[src/rtl/prbs_pkg.sv]
// Shared PRBS definitions: polynomial select encoding, tap/length
// constants, LFSR feedback/mask helpers and a popcount function.
package prbs_pkg;

  typedef enum logic [1:0] {
    PRBS7  = 2'd0,
    PRBS15 = 2'd1,
    PRBS23 = 2'd2,
    PRBS31 = 2'd3
  } poly_t;

  typedef enum logic {
    SEARCH = 1'b0,
    LOCKED = 1'b1
  } chk_state_t;

  localparam int LFSR_W = 31;

  // Polynomial x^LEN + x^TAP + 1
  localparam int P7_LEN  = 7;
  localparam int P7_TAP  = 6;
  localparam int P15_LEN = 15;
  localparam int P15_TAP = 14;
  localparam int P23_LEN = 23;
  localparam int P23_TAP = 18;
  localparam int P31_LEN = 31;
  localparam int P31_TAP = 28;

  // Feedback bit of the Fibonacci LFSR; this is also the next output bit.
  function automatic logic lfsr_fb(input logic [LFSR_W-1:0] s, input poly_t p);
    case (p)
      PRBS7:   return s[P7_LEN-1]  ^ s[P7_TAP-1];
      PRBS15:  return s[P15_LEN-1] ^ s[P15_TAP-1];
      PRBS23:  return s[P23_LEN-1] ^ s[P23_TAP-1];
      default: return s[P31_LEN-1] ^ s[P31_TAP-1];
    endcase
  endfunction

  // Ones in every LFSR bit above the active polynomial length.
  function automatic logic [LFSR_W-1:0] unused_mask(input poly_t p);
    case (p)
      PRBS7:   return ~((LFSR_W'(1) << P7_LEN)  - LFSR_W'(1));
      PRBS15:  return ~((LFSR_W'(1) << P15_LEN) - LFSR_W'(1));
      PRBS23:  return ~((LFSR_W'(1) << P23_LEN) - LFSR_W'(1));
      default: return '0;
    endcase
  endfunction

  // Number of set bits in a word of up to 64 bits.
  function automatic logic [6:0] popcount(input logic [63:0] v);
    logic [6:0] cnt;
    cnt = '0;
    for (int i = 0; i < 64; i++) begin
      cnt = cnt + 7'(v[i]);
    end
    return cnt;
  endfunction

endpackage

[src/rtl/prbs_lfsr_step.sv]
// Combinational DATA_WIDTH-step advance of a 31-bit Fibonacci LFSR.
// pred[i] is the bit the LFSR produces at step i (bit 0 oldest). With
// use_din=1 the external bits are shifted in instead (self-synchronising).
import prbs_pkg::*;

module prbs_lfsr_step #(
  parameter int DATA_WIDTH = 16
) (
  input  logic [LFSR_W-1:0]     state_in,
  input  poly_t                 poly,
  input  logic [DATA_WIDTH-1:0] din,
  input  logic                  use_din,
  output logic [DATA_WIDTH-1:0] pred,
  output logic [LFSR_W-1:0]     state_out
);

  logic [LFSR_W-1:0] hold_mask;
  logic [LFSR_W-1:0] s;

  assign hold_mask = unused_mask(poly);

  // Unrolled shift chain; bits above the polynomial length stay at one.
  always_comb begin
    s    = state_in;
    pred = '0;
    for (int i = 0; i < DATA_WIDTH; i++) begin
      pred[i] = lfsr_fb(s, poly);
      s = {s[LFSR_W-2:0], (use_din ? din[i] : pred[i])} | hold_mask;
    end
    state_out = s;
  end

endmodule

[config.mk]
export PLATFORM = sky130hd
export DESIGN_NAME = prbs_lfsr_step
export DESIGN_NICKNAME = d
export VERILOG_FILES = /design/src/rtl/prbs_pkg.sv /design/src/rtl/prbs_lfsr_step.sv
export SDC_FILE = /design/constraint.sdc
export NUM_CORES = 1
export LEC_CHECK = 0
export CAP_MARGIN = 20
export CORE_AREA = 2 2 64 66
export DETAILED_ROUTE_END_ITERATION = 16
export DIE_AREA = 0 0 66 68
export PLACE_DENSITY = 0.95
export SLEW_MARGIN = 5
export SYNTH_ARGS = -nofsm -noshare
export SYNTH_HDL_FRONTEND = slang
export SYNTH_SLANG_ARGS = --single-unit
[constraint.sdc]
create_clock -name vclk -period 4.1
set_clock_uncertainty 0.15 [all_clocks]
set_input_delay 0.615 -clock vclk [all_inputs]
set_output_delay 0.615 -clock vclk [all_outputs]
set_load 0.01 [all_outputs]
### Yosys cells after proc, flatten, opt, wreduce, memory -nomap -nowiden

Cells that the tools add are included.

| word-level totals | value |
|---|---|
| input bits | 50 |
| output and inout port bits | 47 |
| word-level logic and storage cells | 116 |
| register bits | 0 |

| cells by class | value |
|---|---|
| bitwise gates (word level) | 80 |
| mux-type cells | 33 |
| reductions and logical operators | 1 |
| equal/unequal tests | 2 |

Operators by type and width:

| cell | number |
|---|---|
| bitwise OR 31 bit | 16 |
| case mux 31 bit (3 select lines) | 1 |
| bitwise XOR 1 bit | 64 |
| case mux 1 bit (3 select lines) | 16 |
| two-way mux 1 bit | 16 |
| == test 2 x 1 -> 1 bit (second input constant) | 1 |
| == test 2 bit (second input constant) | 1 |
| zero test 2 bit | 1 |

### Depth between registers and ports, before layout

Gate-level depths: netlist (run 1).

| logic depth | value |
|---|---|
| depth in word-level cells | 64 |
| mapped depth | 9 |
| mapped depth without buffers | 7 |

### Least setup slack after synthesis (run 1)

Ideal clock, no wire load.

| timing | value |
|---|---|
| path kind | input -> output |
| start | input state_in[10] |
| end | output state_out[5] |
| path slack | 839 ps |
| cell stages on the path | 8 |
| buffers on the path | 1 |
| arrival | 2496 ps |
| data required time | 3335 ps |
| cells stage by stage | clkbuf_1 > xor2_1 > mux4_2 > mux2i_1 > xor2_1 > nand2_1 > a31oi_1 > mux2_2 |

| between the ends | value |
|---|---|
| word-level cells in the longest chain between the ends | 22 |
| elaborated cells on any way between the ends | 25 |
| classes of those cells | mux: 6; bitwise: 19 |

Ends and longest elaborated chain:

| item | line | source |
|---|---|---|
| start: declaration | prbs_lfsr_step.sv:9 | `input logic [LFSR_W-1:0] state_in,` |
| bitwise OR 31 bit (4 in series) | prbs_lfsr_step.sv:28 | `s = {s[LFSR_W-2:0], (use_din ? din[i] : pred[i])} \| hold_mask;` |
| bitwise XOR 1 bit | prbs_pkg.sv:33 | `PRBS15: return s[P15_LEN-1] ^ s[P15_TAP-1];` |
| case mux 1 bit (3 select lines) | prbs_pkg.sv:31 | `case (p)` |
| net pred[4] | prbs_lfsr_step.sv:13 | `output logic [DATA_WIDTH-1:0] pred,` |
| two-way mux 1 bit | prbs_lfsr_step.sv:28 |  |
| bitwise OR 31 bit (6 in series) | prbs_lfsr_step.sv:28 |  |
| bitwise XOR 1 bit | prbs_pkg.sv:32 | `PRBS7: return s[P7_LEN-1] ^ s[P7_TAP-1];` |
| case mux 1 bit (3 select lines) | prbs_pkg.sv:31 |  |
| net pred[10] | prbs_lfsr_step.sv:13 |  |
| two-way mux 1 bit | prbs_lfsr_step.sv:28 |  |
| bitwise OR 31 bit (6 in series) | prbs_lfsr_step.sv:28 |  |
| end: declaration | prbs_lfsr_step.sv:14 | `output logic [LFSR_W-1:0] state_out` |

The timed path passes the listed nets, and every way through them passes these cells.

### Final worst setup path (run 1)

| timing | value |
|---|---|
| start | input state_in[1] |
| end | output state_out[5] |

| between the ends | value |
|---|---|
| word-level cells in the longest chain between the ends | 22 |

Ends and longest elaborated chain:

| item | line |
|---|---|
| bitwise OR 31 bit (4 in series) | prbs_lfsr_step.sv:28 |
| bitwise XOR 1 bit | prbs_pkg.sv:32 |
| case mux 1 bit (3 select lines) | prbs_pkg.sv:31 |
| two-way mux 1 bit | prbs_lfsr_step.sv:28 |
| bitwise OR 31 bit (6 in series) | prbs_lfsr_step.sv:28 |
| bitwise XOR 1 bit | prbs_pkg.sv:32 |
| case mux 1 bit (3 select lines) | prbs_pkg.sv:31 |
| two-way mux 1 bit | prbs_lfsr_step.sv:28 |
| bitwise OR 31 bit (6 in series) | prbs_lfsr_step.sv:28 |

Every way passes these cells.

==> metrics.md, run 1 <==
| Metric | Value |
|---|---|
| # IOs | `97` |
| Maximum capacitance violations | `0` |
| Simple-Gate Fraction of Synth Area | `22.4%` |
| Nets | `389` |
| Initial antenna violation count | `0` |
| Synth top cells by count | `41 x xor2_1, 31 x nand2_1, 18 x xnor2_1` |
| Post-synth top area cell | `xor2_1` |
| Fin. Hold Viols | `0` |
| Met3 Use GR | `3.29%` |
| Clock power share | `0%` |
| IO Port Bufs | `97` |
| Pre-CTS setup slack | `-0.172 ns` |
| Seq/Total Area, Yosys | `0%` |
| Largest net degree at the start of global routing | `17` |
| Pwr Total | `0.485 mW` |
| FF+latch count | `0` |
| GRT met1 Usage | `32.2%` |
| Rows | `23` |
| Switch share | `46.4%` |
| Post-route ant nets | `0` |
| Ant diodes | `0` |
| Critical Path Sink Type | `output port` |
| Sequential share of power | `0%` |
| Top cells by area, synth | `xor2_1 23%, xnor2_1 9.9%, nand2_1 7.3%` |
| VDD IR max | `0.0721 mV` |
| Drt pass-1 iters | `6` |
| # DRC | `0` |
| Final WL | `6710 um` |
| Grt met2 use | `53.5%` |
| All-Layer GR Usage | `28.1%` |
| GP Congestion | `1.06` |
| Pwr dens | `165 nW/um^2` |
| Yosys warns | `0` |
| Cells after Synth | `222` |
| Vias per inst | `5.59` |
| Tmin final | `4.06 ns` |
| Synthesized cell area | `1590 um^2` |
| Max-slew headroom | `63.6%` |
| Leakage | `1.31 nW` |
| WHS | `1.80 ns` |
| Max Transition Viols Final | `0` |
| Top Usage Layer GRT | `met2` |
| GRT Residual Overflow | `0` |
| Comb power frac | `100.0%` |
| Initial Util | `41.2%` |
| Hold_buf cts | `0` |
| Worst EP required | `3.34 ns` |
| # setup viols final | `0` |
| Synth Area per Inst | `7.16 um^2` |
| Status | `complete, no violations` |
| Xor/xnor share of the synthesized area | `35.0%` |
| Final worst slack | `0.0414 ns` |
| Psw | `0.225 mW` |
| RSZ-0062 raised after global routing | `true` |
| Fin crit share | `99.0%` |
| Crit path DAT | `3.29 ns` |
| Share of the synthesized area in the top cell type | `22.6%` |
| Fmax | `0.246 GHz` |
| Core Area | `3860 um^2` |
| Adder-Cell Fraction of Synth Area | `0%` |
| Via Count | `2165` |
| Post-synthesis net count | `272` |
| Die area | `4490 um^2` |
| Startpoint Class | `input pin` |
| Routed length per placed instance | `17.3 um` |
| HPWL Detailed | `5380 um` |
| Vias in the first global route | `2113` |
| # clk buffers | `0` |
| Area Growth Syn to Fin | `85.1%` |
| Yosys cell types | `49` |
| Path type of the worst min-delay path | `in2out` |
| Layout cell share with drive strength beyond 1 | `21.4%` |
| Die Span Y | `68 um` |
| Die W | `66 um` |
| Largest family of logic cells by synthesized area | `XOR/XNOR gates` |
| Internal | `0.260 mW` |
| Multiplexer share of the synthesized area | `14.2%` |
| Global-route wire length before repair | `9910 um` |
| Least-Margin Pin Slew | `0.546 ns` |
| Register area | `0 um^2` |
| Compound-cell area share of the yosys netlist | `21.8%` |
| CP Max Fanout | `3` |
| Critical path class | `in2out` |
| Most frequent cell after synthesis | `xor2_1` |
| First DRT Iteration DRCs | `180` |
-- timing repair --
| item | CTS | global route |
|---|---|---|
| pin swaps | 0 | 4 |
| endpoints found under the setup margin | 7 | 11 |
| buffers inserted | 2 | 0 |
| cloned | 0 | 0 |
| resized for setup | 7 | 22 |
-- final timing paths --
kind                        start           end  slack [ns]  depth (start not counted)
worst max-delay path  state_in[1]  state_out[5]        0.04                          9
worst min-delay path      din[13]  state_out[2]        1.80                          4
-- critical path, cell delays in order --
cell and delay [ns]:
clkdlybuf4s50_1 0.46, xor2_1 0.21, mux4_2 0.56, mux2i_4 0.21, xor2_1 0.23, nand2_1 0.13, a31oi_4 0.17, mux2_2 0.17
clkdlybuf4s50_1 0.52
-- layout by cell type (no fill, tap or decap), drive strengths merged, types with 2 or more instances in the layout --
| master | netlist | final |
|---|---|---|
| mux2i | 10 | 10 |
| inv | 2 | 2 |
| o2bb2ai | 2 | 2 |
| clkdlybuf4s50 | 0 | 82 |
| dlymetal6s2s | 0 | 13 |
| o21ai | 9 | 9 |
| nor2 | 14 | 14 |
| xor2 | 42 | 42 |
| mux2 | 2 | 2 |
| o22ai | 5 | 5 |
| a21o | 2 | 2 |
| nand2b | 9 | 9 |
| buf | 7 | 39 |
| mux4 | 4 | 4 |
| a31oi | 3 | 3 |
| nand4 | 2 | 2 |
| a211oi | 2 | 2 |
| nand2 | 31 | 31 |
| a21oi | 12 | 12 |
| o31a | 3 | 3 |
| xnor2 | 18 | 18 |
| or2 | 9 | 9 |
| nor3 | 3 | 3 |
| a221oi | 2 | 2 |
| dlygate4sd2 | 0 | 2 |
-- power groups by stage --
stage          Combinational, mW  Clock (mW)  Sequential [mW]
2_1_floorplan              0.225           0                0
3_3_place_gp               0.446           0                0
6_report                   0.485           0                0
5_1_grt                    0.512           0                0
3_5_place_dp               0.459           0                0
4_1_cts                    0.467           0                0
-- stage by stage --
step	setup TNS [ns]	utilization, %	instance area [um^2]	instances
final	0	76.3	2940	387
after global routing	-0.145	76.3	2940	387
after CTS	0	74.1	2860	387
after detailed placement	-0.512	73.1	2820	385
after global placement	-0.0595	73.1	2820	385
after floorplan	0	-	1590	222
-- cell families after synthesis --
logic type / after synthesis
buf+inv: 24
compound gates: 48
xor+xnor: 61
mux: 16
simple gates: 73
-- metal layers --
layer | vias to the layer above | share of wire [%]
met4 | 0 | 4.3
li1 | 995 | -
met1 | 994 | 38
met5 | - | 0
met2 | 141 | 50
met3 | 35 | 8.0
-- layout make-up --
| cell class | instances | area, um^2 |
|---|---|---|
| tap | 50 | 62.6 |
| multi-input combinational | 198 | 1550 |
| timing repair buffer | 136 | 1310 |
| fill | 256 | 915 |
| inverter | 3 | 11.3 |
No activity file was read; power rests on OpenSTA's default activity.
==> run 2, diff against run 1 <==
Settings changed: CORE_AREA 2 2 64 66 to 2 2 76 78, DIE_AREA 0 0 66 68 to 0 0 78 80, PLACE_DENSITY 0.95 to 0.76.
==> run 2 against run 1 <==
Compared with the run above:
- via count decreased by 5.1%
- critical endpoint is now pred[13]
- combinational power increased by 1%
- routed wire length decreased by 1.2%
- die area increased by 39%
- global-route usage decreased by 6.9 points
- first-iteration DRC count decreased by 46%
- sequential share of layout area unchanged
- non-clock buffer count increased by 10
- utilization decreased by 20 points
- cell count increased by 8.3%
- final area increased by 3.2%
==> metrics.md, run 2 (synthesized netlist as in run 1, its figures left out) <==
| Metric | Value |
|---|---|
| Critical path class | `in2out` |
| Layout cell share with drive strength beyond 1 | `24.5% (+3.1 points)` |
| Crit path DAT | `3.26 ns (-0.03 ns)` |
| Leakage | `1.33 nW (+1.4%)` |
| Fmax | `0.248 GHz (+0.75%)` |
| Utilization after layout | `56.2% (-20 points)` |
| Register area | `0 um^2 (unchanged)` |
| Hold Path Depth | `4 (unchanged)` |
| Vias per inst | `4.90 (-12%)` |
| Design area | `3040 um^2 (+3.2%)` |
| All-Layer GR Usage | `21.2% (-6.9 points)` |
| Non-filler cells, final | `419 (+8.3%)` |
| Rows | `27 (+17%)` |
| HPWL Detailed | `5660 um (+5.1%)` |
| Ant diodes | `0 (unchanged)` |
| Pwr Total | `0.490 mW (+1.1%)` |
| Die Span Y | `80 um (+18%)` |
| IO Port Bufs | `97 (unchanged)` |
| Hold_buf cts | `0 (unchanged)` |
| WHS | `1.80 ns (+0.00168 ns)` |
| FF+latch count | `0 (unchanged)` |
| Post-route ant nets | `0 (unchanged)` |
| Least-Margin Pin Slew | `0.527 ns (-0.0190 ns)` |
| Vias in the first global route | `2151 (+1.8%)` |
| Core Area | `5410 um^2 (+40%)` |
| # DRC | `0 (unchanged)` |
| Max Transition Viols Final | `0 (unchanged)` |
| Via Count | `2054 (-5.1%)` |
| Startpoint Class | `input pin` |
| Final TNS setup | `0 ns (unchanged)` |
| CP peak stage delay | `0.52 ns (-0.04 ns)` |
| VDD IR max | `0.0676 mV (-6.2%)` |
| Worst path cell trace | `clkdlybuf4s50_1 -> buf_4 -> xnor2_2 -> o2bb2ai_4 -> a211oi_1 -> or4b_4 -> a21oi_4 -> xnor2_1 -> a211o_1 -> clkdlybuf4s50_1` |
| RSZ-0062 raised after global routing | `false` |
| First DRT Iteration DRCs | `98 (-46%)` |
| Worst EP required | `3.34 ns (about the same)` |
| Area Growth Syn to Fin | `91.0%` |
| Fin crit share | `98.2% (-0.74 points)` |
| # setup viols final | `0 (unchanged)` |
| Multi-input logic area | `1570 um^2 (+0.81%)` |
| Maximum capacitance violations | `0 (unchanged)` |
| Worst path slowest cell | `or4b_4` |
| Status | `complete, no violations` |
| Drt pass-1 iters | `4 (-2)` |
| Worst Hold Launch | `din[13]` |
| Leading cell type in the layout, fill and taps excluded | `clkdlybuf4s50_1` |
| Area after DPL | `2910 um^2 (+3.2%)` |
| Pwr dens | `161 nW/um^2 (-2.0%)` |
| Worst Hold Path EP | `state_out[2]` |
| # clk buffers | `0 (unchanged)` |
| Most used cell, CP | `clkdlybuf4s50_1` |
| Initial Util | `29.4% (-12 points)` |
| Global-route wire length before repair | `10700 um (+8.4%)` |
| Fin. Hold Viols | `0 (unchanged)` |
| Routed length per placed instance | `15.8 um (-8.7%)` |
| Commonest cells after routing, fill and taps aside | `84 x clkdlybuf4s50_1, 48 x buf_4, 38 x xor2_1` |
| CP Max Fanout | `5 (+2)` |
| # placed instances | `417 (+8.3%)` |
| # IOs | `97 (unchanged)` |
| Max-slew headroom | `63.9% (+0.36 points)` |
| Critical Path Sink Type | `output port` |
| Pre-CTS setup slack | `-0.108 ns (+0.0633 ns)` |
| Largest net degree at the start of global routing | `19 (+2)` |
| Final worst slack | `0.0718 ns (+0.0304 ns)` |
| GP Congestion | `0.968 (-8.8%)` |
| Tmin final | `4.03 ns (-0.0304 ns)` |
| Initial antenna violation count | `0 (unchanged)` |
| Die area | `6240 um^2 (+39%)` |
| Die W | `78 um (+18%)` |
| Final WL | `6640 um (-1.2%)` |
| GRT Residual Overflow | `0 (unchanged)` |
| Path type of the worst min-delay path | `in2out` |
| Nets | `399 (+2.6%)` |
| Filler Cells Inserted | `528 (+110%)` |
-- run 2: worst max path at each step --
stage                  from            to
2_1_floorplan  state_in[10]  state_out[5]
3_3_place_gp    state_in[1]  state_out[3]
3_5_place_dp    state_in[1]  state_out[3]
6_report       state_in[12]      pred[13]
5_1_grt        state_in[14]  state_out[5]
4_1_cts             poly[1]  state_out[2]
-- run 2: routing by layer --
layer	wire, um	global-route usage (%)	share of wire, %	up-vias
met5	0	0	0	-
li1	-	-	-	1011
met3	420	2.49	6.3	8
met1	2840	26.9	43	950
met2	3290	39.4	50	85
met4	83	2.63	1.3	0
-- run 2: critical path, delay by kind of cell --
kind,cells,cell delay (ns)
AO/OA/AOI/OAI,4,0.71
XOR/XNOR,2,0.33
buffers and inverters,3,1.09
AND/OR/NAND/NOR,1,0.52
-- run 2: power by group --
part	internal [mW]	leakage [nW]	switching, mW
Clock	0	0	0
Sequential	0	0	0
Combinational	0.270	1.33	0.220
Total	0.270	1.33	0.220
-- run 2: cell type report --
cell class                      count  share of cell area, %
Inverter                            3                  0.371
Tap cell                           72                   2.97
Timing Repair Buffer              146                   45.1
Multi-Input combinational cell    198                   51.6
-- run 2: repair_timing --
action | CTS | global route
setup buffers | 0 | 2
setup endpoints to repair | 3 | 12
pin swaps | 0 | 2
gates resized for setup | 6 | 21
